$ cat src/rtl/cache_arb_itf.sv
// Shared types and defaults for the cache/memory arbiter.
// Used by cache_mem_arbiter and arb_pick.
package cache_arb_itf;

  localparam int ARB_ADDR_W = 32;
  localparam int ARB_LINE_W = 256;

  typedef enum logic [1:0] {
    IDLE,
    GNT_I,
    GNT_D,
    DONE
  } arb_state_t;

  typedef enum logic {
    SRC_I,
    SRC_D
  } arb_src_t;

  // Returns the requester that did not just finish; the round-robin pointer uses it.
  function automatic arb_src_t other_src(input arb_src_t s);
    return (s == SRC_I) ? SRC_D : SRC_I;
  endfunction

endpackage

$ cat src/rtl/cache_mem_arbiter_pick.sv
// Two-way request picker.
// When both caches request, the prio input decides the winner.
// With no request the output is SRC_D; the caller ignores it because nothing is requesting.
module arb_pick
  import cache_arb_itf::*;
(
  input  logic     req_i,
  input  logic     req_d,
  input  arb_src_t prio,
  output arb_src_t winner
);

  // pick the sole requester, or the prioritised one on a tie
  always_comb begin
    winner = SRC_D;
    if (req_i && req_d) begin
      winner = prio;
    end else if (req_i) begin
      winner = SRC_I;
    end
  end

endmodule

$ cat src/rtl/cache_mem_arbiter.sv
// Arbiter that shares one cacheline-adaptor port between the I-cache and the D-cache.
// A grant is latched for each burst, and the response is routed only to the granted cache.
// Optional macro ARB_ROUND_ROBIN_EN: on a tie, a 1-bit pointer alternates the winner.
// Without the macro, the D-cache always wins a tie.
//
//   state | meaning
//   IDLE  | no strobes; registers the grant decision for the next cycle
//   GNT_I | I-cache burst in flight (read only)
//   GNT_D | D-cache burst in flight (read or writeback)
//   DONE  | one quiet cycle so the requester can drop a serviced request
module cache_mem_arbiter
  import cache_arb_itf::*;
#(
  parameter int ADDR_W = ARB_ADDR_W,
  parameter int LINE_W = ARB_LINE_W
) (
  input  logic              clk,
  input  logic              rst,
  input  logic              i_read,
  input  logic [ADDR_W-1:0] i_address,
  output logic [LINE_W-1:0] i_rdata,
  output logic              i_resp,
  input  logic              d_read,
  input  logic              d_write,
  input  logic [ADDR_W-1:0] d_address,
  input  logic [LINE_W-1:0] d_wdata,
  output logic [LINE_W-1:0] d_rdata,
  output logic              d_resp,
  output logic              mem_read,
  output logic              mem_write,
  output logic [ADDR_W-1:0] mem_address,
  output logic [LINE_W-1:0] mem_wdata,
  input  logic [LINE_W-1:0] mem_rdata,
  input  logic              mem_resp,
  output logic              arb_err
);

  arb_state_t state;
  arb_src_t   prio;
  arb_src_t   winner;
  logic       mem_read_q;
  logic       mem_write_q;
  logic       arb_err_q;
  logic       req_i;
  logic       req_d;
  logic       d_both;

  assign req_i  = i_read;
  assign req_d  = d_read | d_write;
  assign d_both = d_read & d_write;

  arb_pick u_pick (
    .req_i  (req_i),
    .req_d  (req_d),
    .prio   (prio),
    .winner (winner)
  );

`ifdef ARB_ROUND_ROBIN_EN
  // after each completed burst, hand the tie-break to the other cache
  always_ff @(posedge clk or posedge rst) begin
    if (rst) begin
      prio <= SRC_D;
    end else if (mem_resp && (state == GNT_I)) begin
      prio <= other_src(SRC_I);
    end else if (mem_resp && (state == GNT_D)) begin
      prio <= other_src(SRC_D);
    end
  end
`else
  assign prio = SRC_D;
`endif

  // grant FSM; the strobes are latched at grant and held until mem_resp,
  // because the memory cannot abort or change direction mid-burst
  always_ff @(posedge clk or posedge rst) begin
    if (rst) begin
      state       <= IDLE;
      mem_read_q  <= 1'b0;
      mem_write_q <= 1'b0;
      arb_err_q   <= 1'b0;
    end else begin
      case (state)
        IDLE: begin
          if (mem_resp) begin
            arb_err_q <= 1'b1;
          end
          if (req_i || req_d) begin
            if (winner == SRC_D) begin
              state       <= GNT_D;
              mem_read_q  <= d_read & ~d_write;
              mem_write_q <= d_write;
              if (d_both) begin
                arb_err_q <= 1'b1;
              end
            end else begin
              state       <= GNT_I;
              mem_read_q  <= 1'b1;
              mem_write_q <= 1'b0;
            end
          end
        end
        GNT_I: begin
          if (mem_resp) begin
            state       <= DONE;
            mem_read_q  <= 1'b0;
            mem_write_q <= 1'b0;
          end
        end
        GNT_D: begin
          if (d_both) begin
            arb_err_q <= 1'b1;
          end
          if (mem_resp) begin
            state       <= DONE;
            mem_read_q  <= 1'b0;
            mem_write_q <= 1'b0;
          end
        end
        DONE: begin
          if (mem_resp) begin
            arb_err_q <= 1'b1;
          end
          state <= IDLE;
        end
        default: begin
          state       <= IDLE;
          mem_read_q  <= 1'b0;
          mem_write_q <= 1'b0;
        end
      endcase
    end
  end

  assign mem_read  = mem_read_q;
  assign mem_write = mem_write_q;
  assign arb_err   = arb_err_q;

  // drive the granted cache's address and data onto the memory port; drive zero when idle
  always_comb begin
    mem_address = '0;
    mem_wdata   = '0;
    case (state)
      GNT_I: mem_address = i_address;
      GNT_D: begin
        mem_address = d_address;
        mem_wdata   = d_wdata;
      end
      default: begin
        mem_address = '0;
        mem_wdata   = '0;
      end
    endcase
  end

  // route the response to the granted cache only while it still requests
  always_comb begin
    i_resp  = (state == GNT_I) && mem_resp && req_i;
    d_resp  = (state == GNT_D) && mem_resp && req_d;
    i_rdata = i_resp ? mem_rdata : '0;
    d_rdata = d_resp ? mem_rdata : '0;
  end

endmodule
$ cat config.mk
export PLATFORM = sky130hd
export DESIGN_NAME = cache_mem_arbiter
export DESIGN_NICKNAME = d
export VERILOG_FILES = /design/src/rtl/cache_arb_itf.sv /design/src/rtl/cache_mem_arbiter_pick.sv /design/src/rtl/cache_mem_arbiter.sv
export SDC_FILE = /design/constraint.sdc
export NUM_CORES = 1
export LEC_CHECK = 0
export CORE_AREA = 3 3 538 540
export DETAILED_ROUTE_END_ITERATION = 10
export DIE_AREA = 0 0 541 543
export PLACE_DENSITY = 0.3
export RECOVER_POWER = 100
export SYNTH_ARGS = -nofsm -noshare
export SYNTH_HDL_FRONTEND = slang
export SYNTH_SLANG_ARGS = --single-unit
$ cat constraint.sdc
create_clock -name clk -period 2.06 [get_ports clk]
set_clock_uncertainty 0.15 [all_clocks]
set_input_delay 0.618 -clock clk [delete_from_list [all_inputs] [get_ports clk]]
set_output_delay 0.618 -clock clk [all_outputs]
set_load 0.1 [all_outputs]
==> metrics.md <==
| Metric | Value |
|---|---|
| Power consumption | about 53 mW |
| Final period utilization | 138.3% |
| Final setup margin | -0.7881 ns |
| IO Count | 1387 |
| Final Max Tran Viols | 0 |
| # port buffers | 1386 |
| Via Count | 14630 |
| Final Net Count | 3173 |
| Fraction of layout cells with a size suffix above 1 | about 75% |
| Vias per cell | 2.292 |
| Static Leakage | 15.37 nW |
| Clock root buffer | clkbuf_16 |
| EDFF count, synth | 0 |
| Gate Count Post-Synth | 969 |
| Largest net degree at the start of global routing | 54 |
| Setup CP Type | reg -> out |
| Slew @ Worst Pin | approximately 0.85 ns |
| Avg Synthesized Cell Area | 6.286 µm² |
| Worst IR Drop VDD | 0.9054 mV |
| Max Buffers Root-to-Sink | 2 |
| Maximum clock rate | 351.1 MHz |
| DP HPWL | between 200 and 250 mm |
| Unrepaired setup endpoints after global routing | true |
| Sequential fraction of the synthesis area | 2.054% |
| Initial DRC count | 590 |
| FP Rows | 196 |
| Worst-Skew Late Latency | roughly 0.23 ns |
| Worst slew margin | 43.58% |
| Die W | roughly 540 µm |
| FF+latch count, synth | 5 |
| Most frequent cell after synthesis | and2_1 |
| Vias in the first global route | 14770 |
| Max_cap viols | 0 |
| Final worst path period need | between 2 and 3 ns |
| TritonRoute pass-1 iters | 4 |
| # hold bufs at CTS | 0 |
| Arr. time, crit path | 2.08 ns |
| Crit. End Element | output port |
| Drt total wl | 231.0 mm |
| Remaining global-route overflow | 0 |
| Routed len/inst | ~36 µm |
| Startpoint Class | flip-flop |
| Final GP Congestion | roughly 0.92 |
| Antenna violations before repair | 173 |
| Failing checks | negative setup slack |
| TritonCTS Buffers | 3 |
| P per Cell Area | 1319 nW/µm² |
| CP Max Fanout | 5 |
| Yosys cell types | 23 |
| Count of warnings emitted by yosys | 0 |
| CTS tree | done |
| Clk sink count | 5 |
| Core Area | 285000 µm² |
| Post-synth top area share | 78.88% |
| First-pass GRT wire length | 254.5 mm |
| Initial core utilization | 2.137% |
| Top_reg_cell synth | dfrtp_1 |
| Worst hold slack | 0.4156 ns |
| Residual DRC | 0 |
| Most frequent cells after synthesis | and2_1, clkbuf_2, clkbuf_1 |
| Hold crit path type | reg -> reg |
| Fin. Hold Viols | 0 |
| Synth Cell Area | 6091 µm² |
| Htree depth | 1 |
| Die area | 293800 µm² |
| Synth area leaders | and2_1, a22oi_1, clkbuf_2 |
| Final Setup Violations | 802 |
| Post-route antenna net violation count | 0 |
| GRT Util Overall | 14.32% |
| Crit path required time | 1.29 ns |
| Reg clk slew, reported paths | 0.04 ns |
| P&R area growth vs syn | 556.7% |
| Net count after synthesis | 1556 |
| Die Y | approximately 540 µm |
| Outcome | finished with violations |
| Largest area contributor in the netlist | and2_1 |
| Async set-or-reset flop fraction in the synthesized netlist | 100.0% |
## routing by layer
| metal | vias up | wire (µm) | track usage [%] |
|---|---|---|---|
| li1 | 6246 | - | - |
| met4 | 94 | 4830 | 1.933 |
| met2 | 1115 | 111600 | 24.79 |
| met1 | 6900 | 88420 | 16.06 |
| met3 | 279 | 25490 | 7.095 |
| met5 | - | 602 | 0 |
## worst max-delay path: stages, from the launching register on
cell and delay, ns:
dfrtp_2 0.44, inv_4 0.09, ha_4 0.15, o211a_4 0.22
buf_12 0.14, buf_12 0.11, clkbuf_16 0.19, buf_8 0.12
and2_4 0.18, buf_12 0.18
## state kept, by name (all words and copies together), names as in the netlist
| signal | count |
|---|---|
| mem_write | 1 |
| state | 2 |
| arb_err | 1 |
| mem_read | 1 |
## area by class of cell
type / instances / area, µm²
tap: 3762 / 4707
inverter: 6 / 25.02
sequential: 5 / 126.4
multi-input combinational: 860 / 7446
timing repair buffer: 1710 / 27520
fill: 31910 / 245000
antenna: 37 / 92.59
clock inverter: 1 / 5.005
clock buffer: 3 / 75.07
## where the power goes
part,leakage (nW),switching (mW),internal [mW]
Sequential,0.0600,0.0469,0.147
Combinational,15.3,33.1,19.1
Clock,0.0411,0.0671,0.254
Total,15.4,33.2,19.5
## timing repair
| item | CTS | global route |
|---|---|---|
| buffers inserted | 18 | 22 |
| pin swaps | 7 | 97 |
| gates cloned | 14 | 68 |
| resized for setup | 82 | 385 |
| hold endpoints to repair | 0 | 0 |
| setup endpoints to repair | 804 | 803 |
## stage by stage
step / setup WS (ns) / cell area, µm² / TNS [ns] / cells / utilization (%)
after CTS: -0.8317 / 37650 / -562.55 / 6267 / 13.21
after floorplan: -0.4397 / 7869 / -272.50 / 969 / -
after global placement: -1.336 / 36790 / -717.15 / 6231 / 12.91
after global routing: -0.8451 / 39950 / -559.33 / 6364 / 14.02
final: -0.7881 / 40000 / -512.15 / 6384 / 14.04
after detailed placement: -1.323 / 36790 / -712.59 / 6231 / 12.91
## kinds of logic (layout without fill, tap and decap cells)
kind of cell / count (synthesis) / count (layout) / share of synthesized area [%]
AO/OA/AOI/OAI: 46 / 46 / 5.444
multiplexers: 2 / 2 / 0.3287
other: 0 / 37 / 0
buffers and inverters: 104 / 1720 / 8.196
AND/OR/NAND/NOR: 807 / 807 / 82.95
adder cells (fa/ha/maj): 5 / 5 / 1.027
flip-flops: 5 / 5 / 2.054
## cell usage in the layout (no fill, tap or decap), drive strengths merged, types with 2 or more instances in the layout
cell,instances
o211ai,2
nor2b,34
dfrtp,5
o211a,2
ha,5
dlygate4sd2,13
nor4b,2
diode,37
and2,768
inv,6
a22oi,32
clkdlybuf4s50,558
mux2i,2
dlymetal6s2s,5
buf,1078
clkbuf,58
o21ai,7
## worst paths after layout
check,from,endpoint,slack [ns],cells past startpoint
worst max-delay path,state[0],d_rdata[74],-0.79,9
worst min-delay path,mem_write,mem_write,0.42,2
worst max register to register,state[1],mem_read,0.08,8
worst min register to register,mem_write,mem_write,0.42,2
max in group asynchronous,rst,state[0],0.95,2
min in group asynchronous,rst,mem_write,0.60,2
Note: power is estimated with default switching activity, not from simulation.
